[src/rtl/alu_rb_pkg.sv]
// Shared sizes and payload types for the ALU result bank.
// Optional build macro: RB_OVERWRITE_PROTECT_EN (drop writes to unread entries).
package alu_rb_pkg;

    localparam int unsigned DEPTH  = 8;
    localparam int unsigned ADDR_W = 3;
    localparam int unsigned DATA_W = 8;
    localparam int unsigned FLAG_W = 4;
    localparam int unsigned CNT_W  = 4;

    typedef struct packed {
        logic gt;
        logic st;
        logic eq;
        logic v;
    } alu_flags_t;

    typedef struct packed {
        alu_flags_t          flags;
        logic [DATA_W-1:0]   data;
    } alu_rb_entry_t;

endpackage

[src/rtl/alu_rb_count.sv]
// Occupancy counter driven by entry set/clear strobes; full/empty registered
// alongside count so all three always agree in the same cycle.
module alu_rb_count
    import alu_rb_pkg::*;
#(
    parameter int unsigned DEPTH = alu_rb_pkg::DEPTH
) (
    input  logic             clk,
    input  logic             reset,
    input  logic             set,
    input  logic             clr,
    output logic [CNT_W-1:0] count,
    output logic             full,
    output logic             empty
);

    logic [CNT_W-1:0] count_d;

    // set and clr may both fire (different entries), netting zero change
    always_comb begin
        count_d = count + CNT_W'(set) - CNT_W'(clr);
    end

    always_ff @(posedge clk) begin
        if (reset) begin
            count <= '0;
            full  <= 1'b0;
            empty <= 1'b1;
        end else begin
            count <= count_d;
            full  <= (count_d == CNT_W'(DEPTH));
            empty <= (count_d == '0);
        end
    end

endmodule

[src/rtl/alu_result_bank.sv]
// Small bank of ALU results with per-entry valid bits; reads consume entries.
// Build macro RB_OVERWRITE_PROTECT_EN: writes to unread entries are dropped.
module alu_result_bank
    import alu_rb_pkg::*;
#(
    parameter int unsigned DEPTH  = alu_rb_pkg::DEPTH,
    parameter int unsigned DATA_W = alu_rb_pkg::DATA_W
) (
    input  logic              clk,
    input  logic              reset,
    input  logic              wr_en,
    input  logic [ADDR_W-1:0] wr_addr,
    input  logic [DATA_W-1:0] wr_data,
    input  logic [FLAG_W-1:0] wr_flags,
    input  logic              rd_req,
    input  logic [ADDR_W-1:0] rd_addr,
    output logic              rd_valid,
    output logic              rd_miss,
    output logic [DATA_W-1:0] rd_data,
    output logic [FLAG_W-1:0] rd_flags,
    output logic [DEPTH-1:0]  valid_mask,
    output logic [CNT_W-1:0]  count,
    output logic              full,
    output logic              empty,
    output logic              overwrite_err
);

    logic [DATA_W-1:0] data_mem  [DEPTH];
    alu_flags_t        flags_mem [DEPTH];

    logic             wr_hit;
    logic             rd_hit;
    logic             same_addr;
    logic             overwrite;
    logic             store;
    logic             set_strb;
    logic             clr_strb;
    logic [DEPTH-1:0] valid_d;

    // Same-address read+write hands out the old entry and keeps the new one,
    // so it is neither an overwrite nor a change in occupancy.
    always_comb begin
        wr_hit    = valid_mask[wr_addr];
        rd_hit    = valid_mask[rd_addr];
        same_addr = (wr_addr == rd_addr);
        overwrite = wr_en & wr_hit & ~(rd_req & same_addr);
`ifdef RB_OVERWRITE_PROTECT_EN
        store     = wr_en & ~overwrite;
`else
        store     = wr_en;
`endif
        set_strb  = wr_en & ~wr_hit;
        clr_strb  = rd_req & rd_hit & ~(wr_en & same_addr);
    end

    always_comb begin
        valid_d = valid_mask;
        if (clr_strb) begin
            valid_d[rd_addr] = 1'b0;
        end
        if (wr_en) begin
            valid_d[wr_addr] = 1'b1;
        end
    end

    // Storage is never reset; valid bits alone decide visibility
    always_ff @(posedge clk) begin
        if (store) begin
            data_mem[wr_addr]  <= wr_data;
            flags_mem[wr_addr] <= alu_flags_t'(wr_flags);
        end
    end

    always_ff @(posedge clk) begin
        if (reset) begin
            valid_mask    <= '0;
            rd_valid      <= 1'b0;
            rd_miss       <= 1'b0;
            rd_data       <= '0;
            rd_flags      <= '0;
            overwrite_err <= 1'b0;
        end else begin
            valid_mask    <= valid_d;
            rd_valid      <= rd_req & rd_hit;
            rd_miss       <= rd_req & ~rd_hit;
            overwrite_err <= overwrite;
            if (rd_req && rd_hit) begin
                rd_data  <= data_mem[rd_addr];
                rd_flags <= FLAG_W'(flags_mem[rd_addr]);
            end
        end
    end

    alu_rb_count #(
        .DEPTH (DEPTH)
    ) u_count (
        .clk   (clk),
        .reset (reset),
        .set   (set_strb),
        .clr   (clr_strb),
        .count (count),
        .full  (full),
        .empty (empty)
    );

endmodule

[config.mk]
export PLATFORM = sky130hd
export DESIGN_NAME = alu_result_bank
export DESIGN_NICKNAME = d
export VERILOG_FILES = /design/src/rtl/alu_rb_pkg.sv /design/src/rtl/alu_rb_count.sv /design/src/rtl/alu_result_bank.sv
export SDC_FILE = /design/constraint.sdc
export NUM_CORES = 1
export LEC_CHECK = 0
export CAP_MARGIN = 20
export CORE_MARGIN = 5
export CORE_UTILIZATION = 61
export CTS_BUF_LIST = sky130_fd_sc_hd__clkbuf_8 sky130_fd_sc_hd__clkbuf_16
export DETAILED_ROUTE_END_ITERATION = 12
export PLACE_DENSITY = 0.85
export SYNTH_ARGS = -nofsm -noshare
export SYNTH_HDL_FRONTEND = slang
export SYNTH_HIERARCHICAL = 1
export SYNTH_SLANG_ARGS = --single-unit
export TNS_END_PERCENT = 20
[constraint.sdc]
create_clock -name clk -period 9.3 [get_ports clk]
set_input_delay 1.86 -clock clk [delete_from_list [all_inputs] [get_ports clk]]
set_output_delay 1.86 -clock clk [all_outputs]
set_load 0.1 [all_outputs]
==> summary.md <==
| Metric | Value |
|---|---|
| Status | `finished clean` |
| Mapped Area | `0.00513 sq mm` |
| Worst setup path start | `rd_addr[2]` |
| Synth Area in Adders | `1.36%` |
| Vias in the first global route | `3405` |
| Clk buf depth | `2` |
| Fillcell total | `466` |
| Clock-pin slew on the worst setup and hold paths | `0.06 ns` |
| Layout cell share with drive strength beyond 1 | `21.6%` |
| Die Ht | `102 microns` |
| Final ANT Viol Nets | `0` |
| Endpoint class of the critical path | `flip-flop` |
| Final Cycle Share | `53.9%` |
| Sw frac | `27.7%` |
| Setup crit start kind | `input port` |
| Fin. max-slew vios | `0` |
| Sequential share of power | `41.7%` |
| Comb power frac | `16.5%` |
| 1st-pass router iterations | `5` |
| Rel. slew slack | `31.9%` |
| Total grt overflow | `0` |
| WHS Path Cells | `1` |
| Met1 usage | `31.4%` |
| Chip Width | `102 microns` |
| Leakage Power | `2.18 nW` |
| Largest cells by area after synthesis | `edfxtp_1 56%, dfxtp_1 11%, mux4_2 7.0%` |
| R2R Setup Slk | `6.22 ns` |
| Multi-input logic area | `0.00156 sq mm` |
| Routability-driven placement congestion ratio | `0.863` |
| Register Area | `0.00346 sq mm` |
| Top_reg_cell synth | `edfxtp_1` |
| Post-Syn Area per Cell | `16.0 sq um` |
| I/O Buffers | `50` |
| Post-Synthesis Cells | `320` |
| # Post-CTS Setup Buffers | `0` |
| Iteration-0 DRC Markers | `318` |
| Post-synthesis compound-gate area fraction | `9.51%` |
| Clock power share | `41.8%` |
| Synth Area in Simple Gates | `6.43%` |
| Fmax | `200 MHz` |
| Cell Pwr Density | `242 mW/mm^2` |
| FF+latch count, synth | `125` |
| DR vias | `3274` |
| Initial Utilization | `62.5%` |
| Slew @ Worst Pin | `1.02 ns` |
| Initial antenna violation count | `0` |
| Nets@finish | `408` |
| Clock Skews | `0.00552 ns` |
| Hold EP | `rd_data[7]` |
| Post-synth top area share | `56.2%` |
| Synth async-reset ratio | `0%` |
| CTS tree | `done` |
| Core ar. | `0.00822 sq mm` |
| Area leader, netlist | `edfxtp_1` |
| Peak fanout along the critical path | `39` |
| P_int | `1.11 mW` |
| Crit path kind | `in2reg` |
| NetSw | `0.426 mW` |
| R2r endpoint | `u_count/empty` |
| Post-synth cell types | `56` |
| Layout area overhead | `23.7%` |
| Clock buffers created by TritonCTS | `17` |
| DR DRC count | `0` |
| Synth Warn # | `6` |
| Post-synth top cells | `96 x edfxtp_1, 29 x dfxtp_1, 16 x mux4_2, 14 x mux2_2, 13 x a21oi_1` |
| CP arrival | `5.43 ns` |
| Routed wire per std cell | `23.7 microns` |
| Worst hold start | `rd_data[7]` |
| RSZ-0062 raised after global routing | `false` |
| Minimum clock period | `5.01 ns` |
| Core Rows | `33` |
| First-pass GRT wire length | `18.4 mm` |
| Hold Buf Count CTS | `0` |
| Routing usage on met3 | `7.30%` |
| Reg2reg start | `valid_mask[0]` |
| H-tree levels | `4` |
| Hpwl dp | `6.63 mm` |
| Worst-Skew Late Latency | `0.51 ns` |
| Post-synth EDFFs | `96` |
| Drt via density | `6.56` |
| Peak supply drop | `0.000160 V` |
| Clock sinks | `125` |
| Design area | `0.00635 sq mm` |
| Post-Route Setup TNS | `0 ns` |
| R2R cell count | `12` |
| Placed Area | `0.00577 sq mm` |
| Gr usage total | `24.7%` |
| Num ports | `51` |
| GRT Max-Usage Layer | `met2` |
| Post-synthesis xor/xnor area fraction | `0.853%` |
| Part of the Yosys area used for sequential elements | `67.5%` |
| Largest family of logic cells by synthesized area | `multiplexers` |
| Root Buffer | `clkbuf_8` |
| CP required | `9.72 ns` |
| Total length of routed wires | `11.9 mm` |
| Gates resized, CTS repair | `0` |
| MaxCap Viol Count | `0` |
| Setup violators final | `0` |
| Post-synthesis mux area share | `11.7%` |
| Syn_nets | `347` |
| Inserted Diodes | `0` |
| Largest net degree at the start of global routing | `40` |
| Met2 global-route usage | `39.3%` |
| Die area | `0.0104 sq mm` |
| Hold Crit Class | `reg2reg` |
| Top-count cell post-synth | `edfxtp_1` |
| Final Hold Fails | `0` |
==> state kept, by name, summed over array words and instances, names as in the netlist <==
signal,cells
data_mem,64
flags_mem,32
overwrite_err,1
rd_data,8
rd_flags,4
rd_miss,1
rd_valid,1
u_count/count,4
u_count/empty,1
u_count/full,1
valid_mask,8
==> layout by cell type (no fill, tap or decap), types with 5 or more instances in the layout <==
cell type / instances
edfxtp_1: 96
clkdlybuf4s50_1: 49
dfxtp_1: 29
mux4_2: 16
clkbuf_16: 16
mux2_2: 14
a21oi_1: 13
inv_1: 12
buf_4: 9
nor2_1: 8
mux2i_1: 8
a22o_1: 8
nand4_1: 7
nand2_1: 6
o31ai_1: 6
o21ai_0: 6
nor2b_1: 5
a221oi_1: 5
==> how the worst max path moves through the flow <==
stage,end,slack [ns],cells past startpoint
after CTS,u_count/empty,4.32,14
after global placement,u_count/empty,4.00,14
final,u_count/empty,4.29,14
after detailed placement,u_count/empty,3.85,14
after floorplan,u_count/empty,4.94,14
after global routing,u_count/empty,4.15,14
==> worst max-delay path, cell delays in order <==
cell and delay (ns):
clkdlybuf4s50_1 0.47, buf_4 0.44, mux2i_1 0.19, a22o_1 0.43, nor3_4 0.37, a21boi_1 0.22, ha_1 0.24, inv_1 0.05
ha_1 0.15, inv_1 0.05, fa_1 0.37, xor2_1 0.20, nand3b_1 0.16, o31ai_2 0.21
==> metal layers <==
layer | wire length (microns) | vias up
li1 | - | 1412
met1 | 4420 | 1641
met2 | 6050 | 190
met3 | 1050 | 31
met4 | 320 | 0
met5 | 0 | -
==> cell families (layout without fill, tap and decap cells) <==
logic type	after synthesis	count (layout)
DFF	125	125
AOI/OAI and AO/OA	64	64
and+or+nand+nor	54	54
muxes	38	38
buffers and inverters	29	103
adders and majority gates	5	5
xor gates and xnor gates	5	5
==> power by group through the flow <==
| stage | Clock (mW) | Sequential [mW] | Combinational [mW] |
|---|---|---|---|
| floorplan | 0 | 0.744 | 0.0924 |
| global placement | 0 | 0.651 | 0.242 |
| detailed placement | 0 | 0.653 | 0.249 |
| CTS | 0.648 | 0.641 | 0.252 |
| global route | 0.677 | 0.644 | 0.266 |
| finish | 0.642 | 0.641 | 0.254 |
==> layout make-up <==
class | count | area share (%)
Tap cell | 105 | 2.07
Clock buffer | 17 | 6.52
Inverter | 12 | 0.709
Multi-Input combinational cell | 166 | 24.6
Clock inverter | 15 | 2.70
Sequential cell | 125 | 54.5
Timing Repair Buffer | 59 | 8.86
==> per-stage QoR <==
step	worst slack (ns)	hold slack, ns	total power [mW]	cells	util, %
global route	4.15	0.517	1.59	499	77.3
detailed placement	3.85	0.467	0.902	467	70.2
global placement	4.00	0.460	0.893	467	70.2
CTS	4.32	0.487	1.54	499	77.3
finish	4.29	0.484	1.54	499	77.3
floorplan	4.94	0.628	0.837	320	-
Power figures use the tool's default switching activity.
